==> config.mk <==
export PLATFORM = sky130hd
export DESIGN_NAME = fsub_seq
export DESIGN_NICKNAME = d
export VERILOG_FILES = /design/src/rtl/fsub_seq.sv
export SDC_FILE = /design/constraint.sdc
export NUM_CORES = 1
export LEC_CHECK = 0
export ABC_AREA = 1
export BUFFER_PORTS_ARGS = -buffer_cell sky130_fd_sc_hd__buf_2
export CAP_MARGIN = 5
export CORE_MARGIN = 4
export CORE_UTILIZATION = 25
export DETAILED_ROUTE_END_ITERATION = 6
export PLACE_DENSITY = 0.38
export SKIP_CTS_REPAIR_TIMING = 1
export SLEW_MARGIN = 15
export SYNTH_ARGS = -nofsm -noshare
export SYNTH_HDL_FRONTEND = slang
export SYNTH_SLANG_ARGS = --single-unit
export TNS_END_PERCENT = 100
==> constraint.sdc <==
create_clock -name clk -period 4.8 [get_ports clk]
set_clock_uncertainty 0.15 [all_clocks]
set_input_delay 0.96 -clock clk [delete_from_list [all_inputs] [get_ports clk]]
set_output_delay 0.96 -clock clk [all_outputs]
set_load 0.005 [all_outputs]
==> src/rtl/fsub_seq.sv <==
// fsub_seq: multi-cycle single-precision subtractor, result = op_a - op_b.
// The subtrahend's sign is flipped on accept, so the datapath is an adder of
// magnitudes with truncation and no special-value handling.
// Alignment is one bit per ALIGN cycle by default. Defining FSUB_SEQ_BARREL_EN
// replaces that with a single-cycle barrel shift.
//
// state   | meaning
// --------+-------------------------------------------------------------
// S_IDLE  | waiting for operands; in_ready high; bypass cases resolved here
// S_ALIGN | shift smaller mantissa right while the shift down-counter runs
// S_ADD   | add or subtract the aligned mantissas
// S_NORM  | one normalise step per cycle until the result is written
// S_DONE  | out_valid high; result held until out_ready
module fsub_seq #(
    parameter int ALIGN_LIMIT = 23
) (
    input  logic        clk,
    input  logic        rst_n,
    input  logic        in_valid,
    output logic        in_ready,
    input  logic [31:0] op_a,
    input  logic [31:0] op_b,
    output logic        out_valid,
    input  logic        out_ready,
    output logic [31:0] result
);

    typedef enum logic [2:0] {
        S_IDLE  = 3'd0,
        S_ALIGN = 3'd1,
        S_ADD   = 3'd2,
        S_NORM  = 3'd3,
        S_DONE  = 3'd4
    } state_t;

    state_t      state, state_nx;

    logic [25:0] m_max;
    logic [25:0] m_min;
    logic [7:0]  cnt;
    logic [7:0]  e_q;
    logic        sign_q;
    logic        eff_sub_q;

    logic [31:0] b_neg;
    logic        a_zero;
    logic        b_zero;
    logic        a_is_max;
    logic [31:0] max_w;
    logic [31:0] min_w;
    logic [7:0]  exp_diff;
    logic        far;
    logic        bypass;
    logic        norm_final;

    // Operand decode on the live inputs; only consumed on the accept edge.
    always_comb begin
        b_neg    = {~op_b[31], op_b[30:0]};
        a_zero   = (op_a[30:0] == 31'd0);
        b_zero   = (b_neg[30:0] == 31'd0);
        a_is_max = (op_a[30:23] > b_neg[30:23]) ||
                   ((op_a[30:23] == b_neg[30:23]) && (op_a[22:0] > b_neg[22:0]));
        max_w    = a_is_max ? op_a  : b_neg;
        min_w    = a_is_max ? b_neg : op_a;
        exp_diff = max_w[30:23] - min_w[30:23];
        far      = int'(exp_diff) > ALIGN_LIMIT;
        bypass   = a_zero || b_zero || far;
    end

    // A NORM cycle is final when it writes the result instead of shifting.
    always_comb begin
        norm_final = 1'b0;
        if (m_max == 26'd0)
            norm_final = 1'b1;
        else if (m_max[25])
            norm_final = (e_q == 8'hFF);
        else if (!m_max[24])
            norm_final = (e_q <= 8'd1);
        else
            norm_final = 1'b1;
    end

    // State register.
    always_ff @(posedge clk or negedge rst_n) begin
        if (!rst_n)
            state <= S_IDLE;
        else
            state <= state_nx;
    end

    // Next-state and handshake outputs.
    always_comb begin
        state_nx  = state;
        in_ready  = 1'b0;
        out_valid = 1'b0;
        case (state)
            S_IDLE: begin
                in_ready = 1'b1;
                if (in_valid)
                    state_nx = bypass ? S_DONE : S_ALIGN;
            end
            S_ALIGN: begin
`ifdef FSUB_SEQ_BARREL_EN
                state_nx = S_ADD;
`else
                if (cnt == 8'd0)
                    state_nx = S_ADD;
`endif
            end
            S_ADD: begin
                state_nx = S_NORM;
            end
            S_NORM: begin
                if (norm_final)
                    state_nx = S_DONE;
            end
            S_DONE: begin
                out_valid = 1'b1;
                if (out_ready)
                    state_nx = S_IDLE;
            end
            default: begin
                state_nx = S_IDLE;
            end
        endcase
    end

    // Datapath: operand capture, alignment, add, normalise, result register.
    // m_max doubles as the sum register from ADD onwards.
    always_ff @(posedge clk or negedge rst_n) begin
        if (!rst_n) begin
            m_max     <= '0;
            m_min     <= '0;
            cnt       <= '0;
            e_q       <= '0;
            sign_q    <= 1'b0;
            eff_sub_q <= 1'b0;
            result    <= '0;
        end else begin
            case (state)
                S_IDLE: begin
                    if (in_valid) begin
                        if (a_zero)
                            result <= b_neg;
                        else if (b_zero)
                            result <= op_a;
                        else if (far)
                            result <= max_w;
                        else begin
                            m_max     <= {2'b01, max_w[22:0], 1'b0};
                            m_min     <= {2'b01, min_w[22:0], 1'b0};
                            cnt       <= exp_diff;
                            e_q       <= max_w[30:23];
                            sign_q    <= max_w[31];
                            eff_sub_q <= max_w[31] ^ min_w[31];
                        end
                    end
                end
                S_ALIGN: begin
`ifdef FSUB_SEQ_BARREL_EN
                    m_min <= m_min >> cnt;
                    cnt   <= 8'd0;
`else
                    if (cnt != 8'd0) begin
                        m_min <= m_min >> 1;
                        cnt   <= cnt - 8'd1;
                    end
`endif
                end
                S_ADD: begin
                    // After alignment m_max >= m_min, so the difference never wraps.
                    if (eff_sub_q)
                        m_max <= m_max - m_min;
                    else
                        m_max <= m_max + m_min;
                end
                S_NORM: begin
                    if (m_max == 26'd0)
                        result <= 32'h0000_0000;
                    else if (m_max[25]) begin
                        if (e_q == 8'hFF)
                            result <= {sign_q, 8'hFF, 23'h7F_FFFF};
                        else begin
                            m_max <= m_max >> 1;
                            e_q   <= e_q + 8'd1;
                        end
                    end else if (!m_max[24]) begin
                        if (e_q <= 8'd1)
                            result <= {sign_q, 31'd0};
                        else begin
                            m_max <= m_max << 1;
                            e_q   <= e_q - 8'd1;
                        end
                    end else
                        result <= {sign_q, e_q, m_max[23:1]};
                end
                default: begin
                end
            endcase
        end
    end

endmodule

### Word level (Yosys, flattened, before mapping)

Index checks and enable logic that the tools add are counted.

| cells by class | value |
|---|---|
| muxes and demuxes | 56 |
| bitwise gates (word level) | 5 |
| order comparisons | 4 |
| reduce and logical (&&, ||, !) cells | 21 |
| equality and inequality tests | 21 |
| add/sub/neg operators | 6 |

Operator list:

| kind | count |
|---|---|
| 32-bit two-way mux | 11 |
| 26-bit two-way mux | 13 |
| 8-bit two-way mux | 14 |
| 26-bit one-hot mux with 3 select lines | 1 |
| 32-bit one-hot mux with 2 select lines | 1 |
| 31-bit logical NOT | 2 |
| 26-bit one-hot mux with 2 select lines | 1 |
| 25-bit two-way mux | 2 |
| 8-bit one-hot mux with 2 select lines | 2 |
| 26-bit adder | 1 |
| 26-bit logical NOT | 1 |
| 26-bit subtractor | 1 |
| 23-bit > comparator | 1 |
| 2-bit != test, second input constant | 9 |
| 9-bit AND reduction | 2 |
| 8-bit by 1-bit subtractor with 8-bit output, second input constant | 2 |
| 3-bit two-way mux | 5 |
| 3-bit one-hot mux with 5 select lines | 1 |
| 6-bit AND reduction | 2 |
| 5-bit AND reduction | 2 |
| 3-bit != test, second input constant | 3 |
| 8-bit by 1-bit adder with 8-bit output, second input constant | 1 |
| 8-bit == test | 1 |
| 8-bit == test, second input constant | 1 |
| other kinds (21) | 33 |

| storage, ports and cells | value |
|---|---|
| register bits | 105 |
| input bits | 68 |
| output and inout bits | 34 |

### Longest topological paths before layout

Gate-level depths: netlist of run 1.

| logic depth | value |
|---|---|
| depth after elaboration | 11 |
| mapped depth | 28 |
| depth with buffers taken out | 27 |

### Worst setup path after synthesis of run 1

OpenSTA, ideal clock, no wires.

| path | value |
|---|---|
| path kind | register to register |
| from | reg m_min[1] |
| to | reg m_max[25] |
| buffers on the path | 0 |
| setup slack | 1041 ps |
| stages on the path, launching flop included | 25 |
| library setup time | 116 ps |
| arrival time | 3493 ps |
| cells stage by stage | dfrtp_1 nor3_1 inv_1 nor2_1 inv_1 nor4_1 nand2_1 nor2_1 nand3_1 nand2_1 xor2_1 inv_1 ha_1 nand2_1 nor4_1 nand3_1 nand3_1 a31oi_1 or2_2 nand2_1 a21oi_1 o21ai_0 o21ai_0 inv_1 nand2_1 |

| between the ends | value |
|---|---|
| longest elaborated chain between the ends | 3 |
| elaborated cells between the ends (all ways) | 4 |

RTL lines:

| what | line | text |
|---|---|---|
| start: declaration | 39 | `logic [25:0] m_min;` |
| start signal: assignment | 151 | `m_min <= {2'b01, min_w[22:0], 1'b0};` |
| start signal: assignment | 165 | `m_min <= m_min >> 1;` |
| 26-bit adder / 26-bit subtractor (equally long branches) | 175, 173 |  |
| 26-bit two-way mux (*) | 172 | `if (eff_sub_q)` |
| 26-bit one-hot mux with 3 select lines (*) | 140 | `case (state)` |
| end signal: assignment | 173 | `m_max <= m_max - m_min;` |
| end signal: assignment | 175 | `m_max <= m_max + m_min;` |
| end signal: assignment | 184 | `m_max <= m_max >> 1;` |
| end: declaration | 38 | `logic [25:0] m_max;` |

Every way passes the cells marked *; elsewhere a longest branch is shown, timed or not.
A chain may end at the register's enable or synchronous reset.

### Worst setup path after layout of run 1

| path | value |
|---|---|
| from | reg m_min[0] |
| to | reg m_max[25] |

The elaborated chain is that of the path after synthesis.

==> results of run 1 <==
-- cell usage in the layout, fill, tap and decap left out, types with 7 or more instances in the layout --
cell and instances:
xor2_1 27, o2111ai_1 11, inv_1 166, nor4_1 16, a21oi_1 87, buf_4 48
o21ai_0 161, xnor2_1 14, nand3_1 141, clkbuf_16 9, nand4_1 50, nand2_1 509
dfrtp_1 104, a31oi_1 9, nor2_1 134, nor3_1 12, o21ai_1 8, ha_1 63
nand2_2 7, buf_2 100, o22ai_1 30
-- layout make-up --
type	count	area [um2]
repair buffers	151	921
multi-input cells	1333	6900
fillers	4697	29000
clock inverters	6	98.8
inverters	171	642
flip-flops and latches	104	2600
clock buffers	10	239
well taps	532	666
-- routing by layer --
metal | global-route usage | vias to the layer above
li1 | - | 5809
met1 | 0.311 | 5351
met2 | 0.285 | 307
met3 | 0.0297 | 22
met4 | 0.0380 | 0
met5 | 0 | -
-- per-stage QoR --
stage	std cells	hold slack (ns)
after floorplan	1693	0.292
final	2307	0.318
after CTS	2307	0.323
after detailed placement	2291	0.303
after global routing	2307	0.338
after global placement	2291	0.301
-- final timing paths --
| kind | to | slack (ns) | startpoint |
|---|---|---|---|
| max reg2reg | m_max[25] | 0.34 | m_min[0] |
| max in group asynchronous | m_min[8] | 3.09 | rst_n |
| min in group asynchronous | result[27] | 0.42 | rst_n |
| min | result[11] | 0.32 | result[11] |
| max | m_max[25] | 0.34 | m_min[0] |
| min reg2reg | result[11] | 0.32 | result[11] |
-- power groups by stage --
stage / Sequential, mW / Combinational [mW] / Clock [mW]
global placement: 1.88 / 4.47 / 0
finish: 1.87 / 4.53 / 0.907
floorplan: 1.64 / 3.25 / 0
CTS: 1.85 / 4.50 / 0.937
detailed placement: 1.87 / 4.49 / 0
global route: 1.93 / 5.14 / 0.962
-- cells by family after synthesis --
| kind of cell | count (synthesis) | synth area share |
|---|---|---|
| buf+inv | 256 | 0.0981 |
| flops | 104 | 0.248 |
| xor+xnor | 41 | 0.0343 |
| simple gates | 894 | 0.366 |
| fa+ha+maj | 64 | 0.0771 |
| compound gates | 334 | 0.177 |
-- sequential cells by signal, indices dropped and copies added (netlist names) --
register   cells
eff_sub_q      1
cnt            8
m_max         26
state          3
e_q            8
sign_q         1
result        32
m_min         25
-- critical path, delay by kind of cell (launching register included) --
| family | cells | cell delay (ns) |
|---|---|---|
| buf+inv | 3 | 0.30 |
| fa+ha+maj | 2 | 0.58 |
| flops | 1 | 0.47 |
| simple gates | 10 | 1.74 |
| xor+xnor | 1 | 0.21 |
| compound gates | 6 | 0.88 |
==> metrics, run 1 <==
status=finished, final reports clean; total number of vias=approximately 11,000; Comb power frac=0.620; final setup violation count=0; Post-DRT Antenna Nets=0; Antenna Cells=0; largest net degree at the start of global routing=84; fraction of layout cells with a size suffix above 1=0.113; routed vias/inst=around 5; Final Total Pwr=7.30 mW; sequential power share=0.256; met2 routed WL=about 19 mm; setup TNS=0 ns; Switching Share=0.543; arrival time at the worst endpoint=between 4 and 5 ns; met1 WL=23.6 mm; I/O Buffers=roughly 100; Int Power=about 3.3 mW; required time of the critical path=a little under 5 ns; ys flop type=dfrtp_1; top cells by count, synth=nand2_1, inv_1, o21ai_0; PD cells=a little over 600 nW/um2; synth top area cells=dfrtp_1, nand2_1, o21ai_0; sequential-to-total area share from yosys stat=0.248; DRT iter0 DRCs=around 1,000; Final Core Density=0.294; largest area contributor in the netlist=dfrtp_1; Std-Cell Core Area=approximately 41,000 um2; Avg Inst Size Synth=6.19 um2; Slew headroom=0.374; leak pwr=just over 6 nW; reg2reg path depth=22; Root Driver=clkbuf_16; Async S/R FF share, synth=1.00; CP Launch Type=flop; synthesized netlist net count=1,825; GPL Wtd Cong=between 0.8 and 0.9; Top Metal Used=met4; Slew Viols, Final=0; Total Wirelength=~45 mm; Initial Utilization=0.255; CTS tree=yes; Worst Max-Slew Pin Slew=0.938 ns; crit share post-route=0.929; hpwl dp=~35 mm; top-count cell post-synth=nand2_1; Top Ports=approximately 100; Clock Latency Late Sink=approximately 0.39 ns; kind of critical path=flop to flop; vias in the first global route=between 10,000 and 15,000; die area=45,300 um2; first-pass GRT wire length=approximately 68 mm; H-tree levels=3; Psw=roughly 4.0 mW; clock sinks=about 100; number of synthesized flops with an enable pin=0; maximum vdd drop=about 0.27 mV; wire per inst=just under 20 um; RSZ-0062 raised after global routing=yes; die width=around 210 um; Total GRT Usage=0.198; grt total ovfl=0; CTS clk-pin slew, worst paths=approximately 0.09 ns; yosys warns=0; Die H=213 um; post-synth top area share=0.248; slowest library cell on the worst path=dfrtp_1; Final Net Count=about 1,900; CP Max Fanout=5; Post-Syn Area=around 10,000 um2; DP Worst Slack=between 0.08 and 0.09 ns; Max Root-Sink Buffers=2; HP Class=flop to flop; fmax=approximately 220 MHz; Fin. Hold Viols=0; post-synthesis cell type count=47; drt drc=0; Finished Cell Area=roughly 12,000 um2; DRT Pass-1 Iters=5; CTS buffer count=9; Detail Route met3 WL=~2.4 mm; Post-Syn Instances=around 1,700; Hold Crit Depth=2; initial antenna violation count=0; Tmin final=roughly 4.5 ns; Critical Path End Type=flop; Yosys reg bits=around 100; Rows=between 70 and 80; setup ws final=about 0.34 ns; placed inst area=roughly 12,000 um2; max-capacitance violation count=0; area growth from synthesis to layout=15.2%; slowest stage delay, CP=around 0.47 ns; crit-path cells=inv_1, ha_1, nand4_1, nor4_2, nor3b_1, inv_1, o21ai_1, o21ai_0, xor2_1, ha_1, nand2_1, nor4_2, nand3_1, nand3_1, a31oi_1, or2_2, nand2_1, a21oi_1, o21ai_0, o21ai_0, inv_1, nand2_1; Clock power frac=0.124
Power figures use the tool's default switching activity.
==> inputs of run 2 (changes only) <==
CORE_ASPECT_RATIO = 0.6   (was unset)
CTS_CLUSTER_SIZE = 28   (was unset)
==> run 2 against run 1 <==
Non-clock buffer count rose by 25. Sequential power barely moved. Via count rose by 2.6%. Final area rose by 2.1%. Total power rose by 2.0%. Count of clock-buffer cells in the layout fell by 1. Critical path type unchanged.
==> metrics, run 2 (synthesis results as in run 1) <==
clock sinks=104 (unchanged); Top Ports=102 (unchanged); CP delay by family, top=simple AND/OR/NAND/NOR gates; initial antenna violation count=0 (unchanged); GPL Wtd Cong=0.887 (+2.2%); crit path launch=m_min[0]; max FFs per register=32 (unchanged); H-tree levels=3 (unchanged); total number of vias=11,792 (+2.6%); Critical Path End Type=flop; Final Net Count=1,927 (+1.3%); Root Driver=clkbuf_16; vias in the first global route=10,754 (+0.41%); setup TNS=0 ns (unchanged); status=finished, final reports clean; die width=272 um (+28%); Post-DRT Antenna Nets=0 (unchanged); Die H=167 um (-22%); largest net degree at the start of global routing=61 (-27%); final non-filler cell total=2,360 (+2.3%); Tmin final=4.41 ns (-0.0478 ns); Rows=57 (-23%); area growth from synthesis to layout=17.6%; CTS buffer count=9 (unchanged); Worst Max-Slew Pin Slew=0.904 ns (-0.0342 ns); Final Total Pwr=7.44 mW (+2.0%); hold_sp=result[11]; fmax=227 MHz (+1.1%); slowest stage delay, CP=0.49 ns (+0.02 ns); CTS clk-pin slew, worst paths=0.09 ns (about the same); PD cells=604 nW/um2 (-0.15%); max-capacitance violation count=0 (unchanged); Total GRT Usage=0.206 (+0.00856); Largest Register=result; wire per inst=20.1 um (+3.1%); Max Root-Sink Buffers=2 (unchanged); most frequent cells in the layout=nand2_1, inv_1, o21ai_0; Critical path buffers and inverters=3 (unchanged); required time of the critical path=4.93 ns (about the same); Fin. Hold Viols=0 (unchanged); hold slack=0.322 ns (+0.00417 ns); biggest regs=result x32, m_max x26, m_min x25; routed vias/inst=5.00 (+0.33%); Hold Crit Depth=2 (unchanged); Slew headroom=0.397 (+0.0228); reg2reg path depth=22 (unchanged); I/O Buffers=101 (unchanged); drt drc=0 (unchanged); Crit path depth=22 (unchanged); slowest library cell on the worst path=dfrtp_2; grt total ovfl=0 (unchanged); RSZ-0062 raised after global routing=no; crit-path cells=inv_1, ha_1, nand4_1, nor4_2, nor3b_1, inv_1, o21ai_1, o21ai_0, xor2_1, ha_1, nand2_1, nor4_4, nand3_1, nand3_1, a31oi_2, or2_2, nand2_1, a21oi_1, o21ai_0, o21ai_0, inv_1, nand2_1; reg2reg start=m_min[0]; DP Worst Slack=0.0756 ns (-0.00681 ns); CP Launch Type=flop; die area=45,400 um2 (+0.24%); fraction of layout cells with a size suffix above 1=0.127 (+0.0140); Initial Utilization=0.256 (+0.00108); first-pass GRT wire length=71.2 mm (+4.5%); final setup violation count=0 (unchanged); Cells after DPL=2,344 (+2.3%); DRT Pass-1 Iters=7 (+2); Slew Viols, Final=0 (unchanged); HP Class=flop to flop; Antenna Cells=0 (unchanged); setup ws final=0.389 ns (+0.0478 ns); CTS tree=yes; maximum vdd drop=0.189 mV (-29%); DRT iter0 DRCs=1,171 (+18%); arrival time at the worst endpoint=4.54 ns (-0.04 ns); leak pwr=6.20 nW (+2.1%); hpwl dp=37.6 mm (+8.2%); crit share post-route=0.919 (-0.00995); Std-Cell Core Area=40,900 um2 (-0.42%); Total Wirelength=47.5 mm (+5.4%); Clock Latency Late Sink=0.40 ns (about the same); kind of critical path=flop to flop; commonest non-fill, non-tap cell in the layout=nand2_1; CP Max Fanout=5 (unchanged)
-- run 2: changes by cell type in the layout (fill, tap and decap cells not counted), sizes merged --
| cell | change |
|---|---|
| buf | +25 |
| bufinv | -2 |
| clkinv | +2 |
| clkbuf | -1 |
| inv | +1 |
-- run 2: power breakdown --
group | internal (mW) | switching [mW]
sequential | 1.28 | 0.606
clock | 0.375 | 0.446
combinational | 1.65 | 3.08
total | 3.31 | 4.13
-- run 2: final timing paths --
path | to | slack [ns]
min in group asynchronous | result[14] | 0.46
max in group asynchronous | m_min[0] | 3.09
worst min register to register | result[11] | 0.32
worst max-delay path | m_max[25] | 0.39
worst max register to register | m_max[25] | 0.39
worst min-delay path | result[11] | 0.32
-- run 2: cell type report --
type	instances	area (um2)
Clock buffer	9	225
Multi-Input combinational cell	1333	6930
Timing Repair Buffer	176	1150
Sequential cell	104	2600
Tap cell	560	701
Clock inverter	7	85.1
Fill cell	4626	28600
Inverter	171	642
-- run 2: tightest hold or removal path: stages (launching register included) --
cell and delay, ns:
dfrtp_1 0.35, nand2_1 0.05, nand2_1 0.04
-- run 2: stage by stage --
step / instance area, um2 / util
CTS: 12300 / 0.300
finish: 12300 / 0.301
global route: 12300 / 0.301
global placement: 12000 / 0.292
detailed placement: 12000 / 0.292
floorplan: 10500 / -
-- run 2: metal layers --
| layer | track usage | vias up | part of all wire |
|---|---|---|---|
| met5 | 0 | - | 0 |
| met2 | 0.252 | 407 | 0.35 |
| met3 | 0.0628 | 19 | 0.099 |
| li1 | - | 5872 | - |
| met4 | 0.0238 | 0 | 0.0058 |
| met1 | 0.347 | 5494 | 0.55 |
==> inputs of run 3 (changes only) <==
clock period = 4.2 ns   (was 4.8 ns; I/O delays follow)
==> run 3 against run 2 <==
Combinational power grew 30%. Critical path depth grew 3. Setup slack worse by 0.30 ns. Final area is 9.3% higher. First-iteration DRC count is 5.1% lower. Non-clock buffer count grew 127. Global-route usage is 0.42 points higher. Routed wire length rose by 1.7%. Die area stayed put. Total power increased by 23%. Via count grew 3.6%. Flip-flop and latch count unchanged. Highest routed layer unchanged.
==> metrics, run 3 (synthesis results as in run 1) <==
maximum vdd drop=0.352 mV (+86%); DRT Pass-1 Iters=5 (-2); filler cell count=4,602 (-0.52%); required time of the critical path=4.34 ns (-0.59 ns); wire per inst=19.4 um (-3.5%); status=finished, final reports clean; Initial Utilization=0.256 (unchanged); area growth from synthesis to layout=28.5%; DRT iter0 DRCs=1,111 (-5.1%); Max Root-Sink Buffers=2 (unchanged); Tmin final=4.11 ns (-0.303 ns); Clock Latency Late Sink=0.39 ns (about the same); placed inst area=12,900 um2 (+8.3%); Switching Share=0.528 (-0.0276); CTS buffer count=9 (unchanged); max FFs per register=32 (unchanged); Clock power frac=0.105 (-0.005); CP Max Fanout=4 (-1); Final Core Density=0.329 (+0.0279); most frequent cells in the layout=nand2_1, buf_4, inv_1; Final Net Count=2,054 (+6.6%); CTS tree=yes; kind of critical path=flop to flop; Top Ports=102 (unchanged); Post-DRT Antenna Nets=0 (unchanged); GPL Wtd Cong=0.936 (+5.5%); drt drc=0 (unchanged); die width=272 um (unchanged); Rows=57 (unchanged); PD cells=682 nW/um2 (+13%); first-pass GRT wire length=72.6 mm (+1.9%); commonest non-fill, non-tap cell in the layout=nand2_1; biggest regs=result x32, m_max x26, m_min x25; die area=45,400 um2 (unchanged); Int Power=4.34 mW (+31%); Std-Cell Core Area=40,900 um2 (unchanged); CP Launch Type=flop; initial antenna violation count=0 (unchanged); fmax=243 MHz (+7.4%); hpwl dp=38.7 mm (+2.9%); Slew Viols, Final=0 (unchanged); routed vias/inst=4.91 (-1.7%); final setup violation count=0 (unchanged); Root Driver=clkbuf_16; Critical Path End Type=flop; Total GRT Usage=0.210 (+0.00421); RSZ-0062 raised after global routing=yes; fraction of layout cells with a size suffix above 1=0.195 (+0.0674); vias in the first global route=11,031 (+2.6%); Comb power frac=0.670 (+0.034); H-tree levels=3 (unchanged); leak pwr=6.88 nW (+11%); Total Wirelength=48.3 mm (+1.7%); HP Class=flop to flop; max-capacitance violation count=0 (unchanged); Antenna Cells=0 (unchanged); Psw=4.84 mW (+17%); Worst Max-Slew Pin Slew=0.899 ns (-0.00488 ns); Finished Cell Area=13,500 um2 (+9.3%); Die H=167 um (unchanged); Fin. Hold Viols=0 (unchanged); largest net degree at the start of global routing=58 (-4.9%); I/O Buffers=101 (unchanged); CTS clk-pin slew, worst paths=0.09 ns (about the same); grt total ovfl=0 (unchanged); total number of vias=12,211 (+3.6%); Largest Register=result; clock sinks=104 (unchanged); reg-to-reg slack, setup=0.09 ns (-0.30 ns); sequential power share=0.225 (-0.029); crit share post-route=0.978 (+0.0591); Slew headroom=0.400 (+0.00326); arrival time at the worst endpoint=4.25 ns (-0.29 ns)
==> run 3: changes by cell type in the layout (fill, tap and decap cells not counted), moves of 2 or more <==
cell / previous run / this run
nand3_1: 141 / 138
buf_4: 70 / 193
nand3_2: 1 / 4
ha_4: 0 / 2
o21ai_0: 161 / 156
clkinv_4: 0 / 2
clkinv_8: 3 / 1
o21ai_1: 8 / 11
buf_12: 6 / 10
o21ai_2: 0 / 2
nand2_2: 7 / 12
nand2_1: 509 / 504
ha_1: 63 / 60
==> run 3: layout make-up <==
class                           instances  area, um2  area share
Multi-Input combinational cell       1333       7050       0.524
Tap cell                              560        701      0.0520
Inverter                              171        642      0.0477
Timing Repair Buffer                  303       2150       0.160
Clock inverter                          7       95.1     0.00706
Clock buffer                            9        225      0.0167
Sequential cell                       104       2600       0.193
==> run 3: through the flow <==
stage          TNS (ns)  hold slack [ns]  setup slack, ns  cells  power [mW]
3_5_place_dp      -9.60            0.303           -0.230   2469        7.89
6_report              0            0.319           0.0918   2487        9.18
2_1_floorplan         0            0.292            0.441   1693        5.59
3_3_place_gp      -6.49            0.301           -0.279   2469        7.91
4_1_cts          -0.486            0.322           -0.267   2485        8.89
5_1_grt          -0.254            0.344           -0.148   2487        10.0
==> run 3: path summary, 6_finish.rpt <==
kind | startpoint | end | cells past startpoint
setup / recovery | m_min[1] | m_max[25] | 25
hold reg to reg | result[8] | result[8] | 2
hold / removal | result[8] | result[8] | 2
min in group asynchronous | rst_n | m_max[8] | 1
max in group asynchronous | rst_n | m_min[7] | 2
setup reg to reg | m_min[1] | m_max[25] | 25
==> run 3: metal layers <==
layer,up-vias,global-route usage,share of wire,routed length [um]
met2,395,0.247,0.34,16300
met3,22,0.0628,0.089,4320
met5,-,0,0,0
met4,0,0.0276,0.0089,431
met1,5663,0.361,0.56,27300
li1,6131,-,-,-
==> run 3: power groups by stage <==
stage / Combinational [mW] / Sequential [mW] / Clock, mW
after global routing: 6.87 / 2.14 / 1.04
final: 6.15 / 2.07 / 0.962
after CTS: 5.86 / 2.03 / 0.998
after global placement: 5.85 / 2.06 / 0
after detailed placement: 5.83 / 2.05 / 0
after floorplan: 3.71 / 1.88 / 0
==> run 3: critical path, cell delays in order (launching register included) <==
cell and delay, ns:
dfrtp_1 0.38, inv_1 0.06, ha_2 0.18, nand4_1 0.14, nor4_2 0.18, buf_4 0.15, nor3b_2 0.16, inv_2 0.11
o21ai_2 0.15, o21ai_1 0.11, xor2_1 0.18, ha_1 0.29, buf_4 0.15, a21oi_1 0.16, o21ai_0 0.14, a21oi_1 0.24
nand3_2 0.15, a31oi_2 0.17, or2_2 0.14, nand2_1 0.04, a21oi_1 0.15, a21oi_1 0.08, o21ai_1 0.14, o21ai_2 0.09
inv_1 0.07, nand2_1 0.04
